<file path="src/rtl/reg_op_sequencer.sv">
// Register-op sequencer: turns 16-bit LDI/MOV/OUT/NOP instrs into register_block control.
// Optional REG_SEQ_COUNT_EN adds a 16-bit completed-op counter port (op_count).
module reg_op_sequencer #(
  parameter int DATA_W     = 8,
  parameter int ADDR_W     = 3,
  parameter int RD_LATENCY = 1
) (
  input  logic              clk,
  input  logic              rst,
  input  logic [15:0]       instr,
  input  logic              instr_valid,
  output logic              instr_ready,
  output logic [ADDR_W-1:0] dst_reg,
  output logic [ADDR_W-1:0] src_reg,
  output logic              write_enable,
  output logic              read_enable,
  output logic [DATA_W-1:0] reg_wdata,
  input  logic [DATA_W-1:0] reg_rdata,
  output logic [DATA_W-1:0] out_data,
  output logic              out_valid,
  input  logic              out_ready,
`ifdef REG_SEQ_COUNT_EN
  output logic [15:0]       op_count,
`endif
  output logic              busy
);

  typedef enum logic [1:0] {
    S_IDLE,
    S_READ,
    S_WRITE,
    S_EMIT
  } state_t;

  localparam logic [1:0] OP_NOP = 2'b00;
  localparam logic [1:0] OP_LDI = 2'b01;
  localparam logic [1:0] OP_MOV = 2'b10;
  localparam logic [1:0] OP_OUT = 2'b11;

  localparam logic [2:0] LAT_M1 = 3'(RD_LATENCY - 1);

  state_t            r_state;
  logic [1:0]        r_op;
  logic [ADDR_W-1:0] r_dst;
  logic [2:0]        r_lat;

  logic [1:0]        w_op;
  logic [ADDR_W-1:0] w_dst;
  logic [ADDR_W-1:0] w_src;
  logic [DATA_W-1:0] w_imm;
  logic              w_dst_zero;

  assign w_op       = instr[15:14];
  assign w_dst      = ADDR_W'(instr[13:11]);
  assign w_src      = ADDR_W'(instr[10:8]);
  assign w_imm      = DATA_W'(instr[7:0]);
  assign w_dst_zero = (instr[13:11] == 3'd0);

  // Sequencer FSM with all control outputs registered
  always_ff @(posedge clk or negedge rst) begin
    if (!rst) begin
      r_state      <= S_IDLE;
      r_op         <= OP_NOP;
      r_dst        <= '0;
      r_lat        <= '0;
      instr_ready  <= 1'b1;
      dst_reg      <= '0;
      src_reg      <= '0;
      write_enable <= 1'b0;
      read_enable  <= 1'b0;
      reg_wdata    <= '0;
      out_data     <= '0;
      out_valid    <= 1'b0;
      busy         <= 1'b0;
`ifdef REG_SEQ_COUNT_EN
      op_count     <= '0;
`endif
    end else begin
      unique case (r_state)
        S_IDLE: begin
          if (instr_valid) begin
            r_op  <= w_op;
            r_dst <= w_dst;
            unique case (w_op)
              OP_LDI: begin
                if (!w_dst_zero) begin
                  r_state      <= S_WRITE;
                  write_enable <= 1'b1;
                  dst_reg      <= w_dst;
                  reg_wdata    <= w_imm;
                  instr_ready  <= 1'b0;
                  busy         <= 1'b1;
                end
              end
              OP_MOV: begin
                if (!w_dst_zero) begin
                  r_state     <= S_READ;
                  read_enable <= 1'b1;
                  src_reg     <= w_src;
                  r_lat       <= LAT_M1;
                  instr_ready <= 1'b0;
                  busy        <= 1'b1;
                end
              end
              OP_OUT: begin
                r_state     <= S_READ;
                read_enable <= 1'b1;
                src_reg     <= w_src;
                r_lat       <= LAT_M1;
                instr_ready <= 1'b0;
                busy        <= 1'b1;
              end
              OP_NOP: begin
                r_state <= S_IDLE;
              end
            endcase
          end
        end
        S_READ: begin
          if (r_lat == 3'd0) begin
            read_enable <= 1'b0;
            if (r_op == OP_MOV) begin
              r_state      <= S_WRITE;
              write_enable <= 1'b1;
              dst_reg      <= r_dst;
              reg_wdata    <= reg_rdata;
            end else begin
              r_state   <= S_EMIT;
              out_valid <= 1'b1;
              out_data  <= reg_rdata;
            end
          end else begin
            r_lat <= r_lat - 3'd1;
          end
        end
        S_WRITE: begin
          r_state      <= S_IDLE;
          write_enable <= 1'b0;
          instr_ready  <= 1'b1;
          busy         <= 1'b0;
`ifdef REG_SEQ_COUNT_EN
          op_count     <= op_count + 16'd1;
`endif
        end
        S_EMIT: begin
          if (out_ready) begin
            r_state     <= S_IDLE;
            out_valid   <= 1'b0;
            instr_ready <= 1'b1;
            busy        <= 1'b0;
`ifdef REG_SEQ_COUNT_EN
            op_count    <= op_count + 16'd1;
`endif
          end
        end
      endcase
    end
  end

endmodule

</file>
<file path="config.mk">
export PLATFORM = sky130hd
export DESIGN_NAME = reg_op_sequencer
export DESIGN_NICKNAME = d
export VERILOG_FILES = /design/src/rtl/reg_op_sequencer.sv
export SDC_FILE = /design/constraint.sdc
export NUM_CORES = 1
export LEC_CHECK = 0
export BUFFER_PORTS_ARGS = -buffer_cell sky130_fd_sc_hd__buf_2
export CAP_MARGIN = 20
export CORE_UTILIZATION = 35
export DETAILED_ROUTE_END_ITERATION = 16
export SYNTH_ARGS = -nofsm -noshare
export SYNTH_HDL_FRONTEND = slang
export SYNTH_SLANG_ARGS = --single-unit
</file>
<file path="constraint.sdc">
create_clock -name clk -period 1.8 [get_ports clk]
set_input_delay 0.36 -clock clk [delete_from_list [all_inputs] [get_ports clk]]
set_output_delay 0.36 -clock clk [all_outputs]
set_load 0.02 [all_outputs]
</file>
==> qor.txt, run 1 <==
Cell-internal power: 2840 uW
Final-report max-slew violation count: 0
Port buffer count: 54
Post-route cell area: 2530 um2
Nature of the critical path startpoint: flip-flop
First-pass GRT wire length: 6.31 mm
Starting utilization of the core area: 36.7%
Footprint of the flip-flops and latches: 927 um2
TritonCTS clock tree: done
Post-DP HPWL: 2.98 mm
Average instance area after synthesis: 11.2 um2
Endpoint required time on the critical path: 2030 ps
Largest net degree at the start of global routing: 38
Number of buffers inserted by hold repair at cts: 0
Area added between synthesis and finish: 34.0%
Leading registers by flop count: out_data x8, reg_wdata x8
Die height: 75.4 um
GRT Total Usage: 15.1%
Worst setup path class: flip-flop to flip-flop
Total of flip-flops plus latches after synthesis: 37
H-Tree Depth: 2
CTS buffer count: 5
Count of fill cells added during filler insertion: 520
Max transition margin: 67.4%
Crit path arrival time: 1950 ps
Total congestion overflow after global routing: 0
Yosys Warn Count: 0
# diodes: 0
Via count of the first global-routing pass: 1,333
Layout cells sized above 1: 44.0%
Final hold vios: 0
Library cells used by synthesis: 36
Std cell rows: 26
Count of pins on the block boundary: 55
RSZ-0062 raised after global routing: true
Latest clock arrival within the worst-skew pair: 300 ps
Critical Path End Type: flip-flop
Maximum operating frequency: 582 MHz
Final wirelength: 4.03 mm
Total setup violations reported at the end of the flow: 0
Top cell types by occurrence after synthesis: dfrtp_1, mux2i_1, nor2_1
Horizontal die dimension: 75.4 um
Antenna violations before repair: 0
Synthesized Nets: 207
Via density per instance: 4.63
Most common cell in the synthesized netlist: dfrtp_1
Slew @ Worst Pin: 482 ps
Synth Instances: 169
Routability congestion estimate from global placement: 0.819
Power Dens Cells: 1850 nW/um2
Synth top area cells: dfrtp_1, mux2_2, mux2i_1, ha_1, a21oi_1
Floorplan die area: 5690 um2
Via count: 1,450
Total core area: 5140 um2
Post-layout min period: 1720 ps
Standby leakage power: 0.00120 uW
Detailed Routing Iterations Pass 1: 4
Multi-input combinational cell area: 903 um2
Max-Cap Viols: 0
Count of flip-flops with a built-in enable after synthesis: 0
Combinational share of power: 53.2%
Clock sinks: 37
Clock Root Buffer: clkbuf_8
Post-placement cell area: 2380 um2
Part of the total power dissipated in sequential elements: 30.5%
Net count of the finished layout: 280
Hold WC Path Type: input pin to asynchronous set/reset pin
Switching fraction of total power: 39.3%
Remaining routing DRC violations: 0
Fraction of post-synthesis cell area in the top cell type by area: 47.8%
Worst supply voltage drop on vdd: 756 uV
Number of buffers on the longest clock path: 2
Final Util: 49.1%
Reported net switching power: 1830 uW
Period Utilization, post-route: 95.5%
Hold_ws: 11.2 ps
Critical path peak fanout: 5
Async S/R FF share, synth: 100%
Primary FF master, synth: dfrtp_1
Syn Std Cell Area: 1890 um2
Clock skew after layout: 4.78 ps
Post-synthesis cell type with the largest combined area: dfrtp_1
DRT iter0 DRCs: 55
Seq/Total Area, Yosys: 49.2%
Run status: completed
WL/cell: 12.9 um
Clock Power Share: 16.3%
DRT antenna net count: 0
Clock transition at path regs: 70 ps
==> cell families after synthesis <==
family	count (synthesis)	share of synthesized area, %
mux	32	18.2
fa+ha+maj	10	6.64
compound gates	32	11.0
buf+inv	18	4.05
flops	37	49.2
simple gates	40	10.9
==> worst max-delay path, stage by stage (launching register included) <==
cell and delay, ps:
dfrtp_1 380, inv_1 70, ha_1 260, nor2b_1 200, a2111o_1 440, mux2_4 310
==> layer usage <==
metal | part of all wire, % | track usage, % | vias to the layer above | wire (um)
li1 | - | - | 740 | -
met1 | 49 | 20.3 | 672 | 1960
met2 | 46 | 23.3 | 33 | 1840
met3 | 4.1 | 3.97 | 5 | 167
met4 | 1.4 | 5.56 | 0 | 57
met5 | 0 | 0 | - | 0
==> path summary, 6_finish.rpt <==
| check | from | to | slack, ps | cells past startpoint |
|---|---|---|---|---|
| max reg2reg | r_state[0] | instr_ready | 80 | 5 |
| max | r_state[0] | instr_ready | 80 | 5 |
| min reg2reg | r_op[1] | r_op[1] | 500 | 2 |
| min | rst | busy | 10 | 2 |
| min in group clk | instr[9] | src_reg[1] | 290 | 2 |
| max in group asynchronous | rst | instr_ready | 1540 | 2 |
==> cell type report <==
class | count | area share (%)
sequential | 37 | 36.7
clock buffer | 6 | 3.27
timing repair buffer | 72 | 17.5
inverter | 12 | 1.78
tap | 70 | 3.47
multi-input combinational | 114 | 35.8
clock inverter | 2 | 1.49
==> power groups by stage <==
stage	combinational, uW	clock [uW]	sequential (uW)
global route	2740	811	1490
global placement	2410	0	1430
CTS	2450	782	1430
detailed placement	2450	0	1450
finish	2480	762	1430
floorplan	1220	0	1800
==> metrics by stage <==
stage / std cells / power (uW) / setup slack (ps) / TNS (ps)
global route: 313 / 5040 / 2.23 / 0
CTS: 313 / 4670 / 3.34 / 0
detailed placement: 305 / 3890 / -59.2 / -214
floorplan: 169 / 3020 / 9.04 / 0
global placement: 305 / 3850 / -18.0 / -51.9
finish: 313 / 4670 / 80.4 / 0
==> placed cells by master, fill, tap and decap left out, types with 9 or more instances in the layout <==
master   count
a21oi_1     12
buf_2       54
buf_4       15
dfrtp_1     36
inv_1       12
mux2_2      15
mux2i_1     16
nand2_1      9
nor2_1      16
==> timing repair <==
item	CTS	global route
setup buffers	0	0
setup endpoints to repair	0	27
resized for setup	0	4
Power figures use the tool's default switching activity.
==> run 2: changes to the inputs <==
PLACE_DENSITY_LB_ADDON = 0.05   (was default)
REMOVE_ABC_BUFFERS = 1   (was default)
==> qor.txt, run 2 (synthesized netlist as in run 1, its figures left out) <==
TritonCTS clock tree: done
Critical path cell sequence: buf_4 > ha_1 > nor2b_1 > nor4_2 > mux2_2
Met2 track demand over resource in global routing: 24.7%
Remaining routing DRC violations: 0
Hold_ws: 119 ps
Most frequent cells in the layout: buf_2, dfrtp_1, buf_4, mux2i_1, nor2_1
Routability congestion estimate from global placement: 0.773
Final hold vios: 0
GR peak layer: met2
Post-layout min period: 1730 ps
Number of buffers on the longest clock path: 2
Worst supply voltage drop on vdd: 658 uV
WL/cell: 13.6 um
Slew @ Worst Pin: 479 ps
Maximum cell stage delay along the critical path: 430 ps
Crit path arrival time: 1900 ps
Total setup violations reported at the end of the flow: 0
Endpoint required time on the critical path: 1970 ps
Max transition margin: 68.0%
Global-route met3 utilization: 4.37%
H-Tree Depth: 2
GRT Total Usage: 16.0%
Clock transition at path regs: 70 ps
Net count of the finished layout: 290
Via count: 1,520
Hold WC Path Type: input pin to asynchronous set/reset pin
Layout cells sized above 1: 47.8%
Antenna violations before repair: 0
Post-DP HPWL: 3.15 mm
Final Util: 51.4%
Worst setup path class: flip-flop to flip-flop
Min setup slack post-route: 73.8 ps
Maximum operating frequency: 579 MHz
Count of pins on the block boundary: 55
Standby leakage power: 0.00125 uW
Clock sinks: 37
Final wirelength: 4.38 mm
Area added between synthesis and finish: 40.1%
Met1 usage: 21.5%
Largest net degree at the start of global routing: 38
Detailed Routing Iterations Pass 1: 4
Floorplan die area: 5690 um2
Std cell rows: 26
Final-report max-slew violation count: 0
Total core area: 5140 um2
Leading registers by flop count: out_data x8, reg_wdata x8
Critical Path End Type: flip-flop
Horizontal die dimension: 75.4 um
CTS buffer count: 5
Max-Cap Viols: 0
Via density per instance: 4.71
Clock Root Buffer: clkbuf_8
Clock skew after layout: 1.93 ps
# diodes: 0
Power Dens Cells: 1880 nW/um2
Most common cell after layout, fill and taps aside: buf_2
Number of buffers inserted by hold repair at cts: 0
Port buffer count: 54
Die height: 75.4 um
Critical path peak fanout: 4
Post-Place Worst Slack: -10.2 ps
Period Utilization, post-route: 95.9%
Latest clock arrival within the worst-skew pair: 280 ps
Total congestion overflow after global routing: 0
DRT antenna net count: 0
Starting utilization of the core area: 36.7%
First-pass GRT wire length: 6.70 mm
Run status: completed
DRT iter0 DRCs: 40
Via count of the first global-routing pass: 1,410
CP max stage cell: dfrtp_1
Nature of the critical path startpoint: flip-flop
## run 2: metrics by stage
step           instances  setup TNS, ps  total power (uW)  area [um2]
2_1_floorplan        163          -6490              2980        1850
3_3_place_gp         307              0              3860        2390
3_5_place_dp         307          -10.2              3930        2390
4_1_cts              315              0              4700        2500
5_1_grt              323          -5.76              5400        2640
6_report             323              0              4970        2640
## run 2: routing by layer
metal,wire length (um),vias up
met1,2170,718
li1,-,762
met5,0,-
met3,173,6
met2,1970,34
met4,57,0
## run 2: repair_timing
item	4_1_cts	5_1_grt
setup buffers	0	7
setup endpoints to repair	0	25
resized for setup	0	14
## run 2: layout make-up
type                       instances  area, um2
sequential                        37        927
fill                             508       2500
clock inverter                     1       30.0
inverter                          12       45.0
multi-input combinational        114        932
clock buffer                       7       86.3
tap                               70       87.6
timing repair buffer              82        534
## run 2: worst paths after layout
kind / startpoint / end / slack (ps) / cells after the start
max: r_state[0] / r_state[1] / 70 / 5
min: rst / src_reg[2] / 120 / 2
max reg2reg: r_state[0] / r_state[1] / 70 / 5
min reg2reg: out_data[2] / out_data[2] / 500 / 1
max in group asynchronous: rst / instr_ready / 1330 / 2
min in group clk: instr[8] / src_reg[0] / 310 / 2
## run 2: where the power goes
part           total (uW)  switching [uW]  internal, uW
registers            1440             203          1240
clock network         738             286           452
logic                2790            1420          1370
total                4970            1910          3060
## run 2: worst max-delay path, delay by kind of cell (launching register included)
kind	cells	cell delay, ps
adders and majority gates	1	220
buffers and inverters	1	150
DFF	1	430
muxes	1	370
and+or+nand+nor	2	450
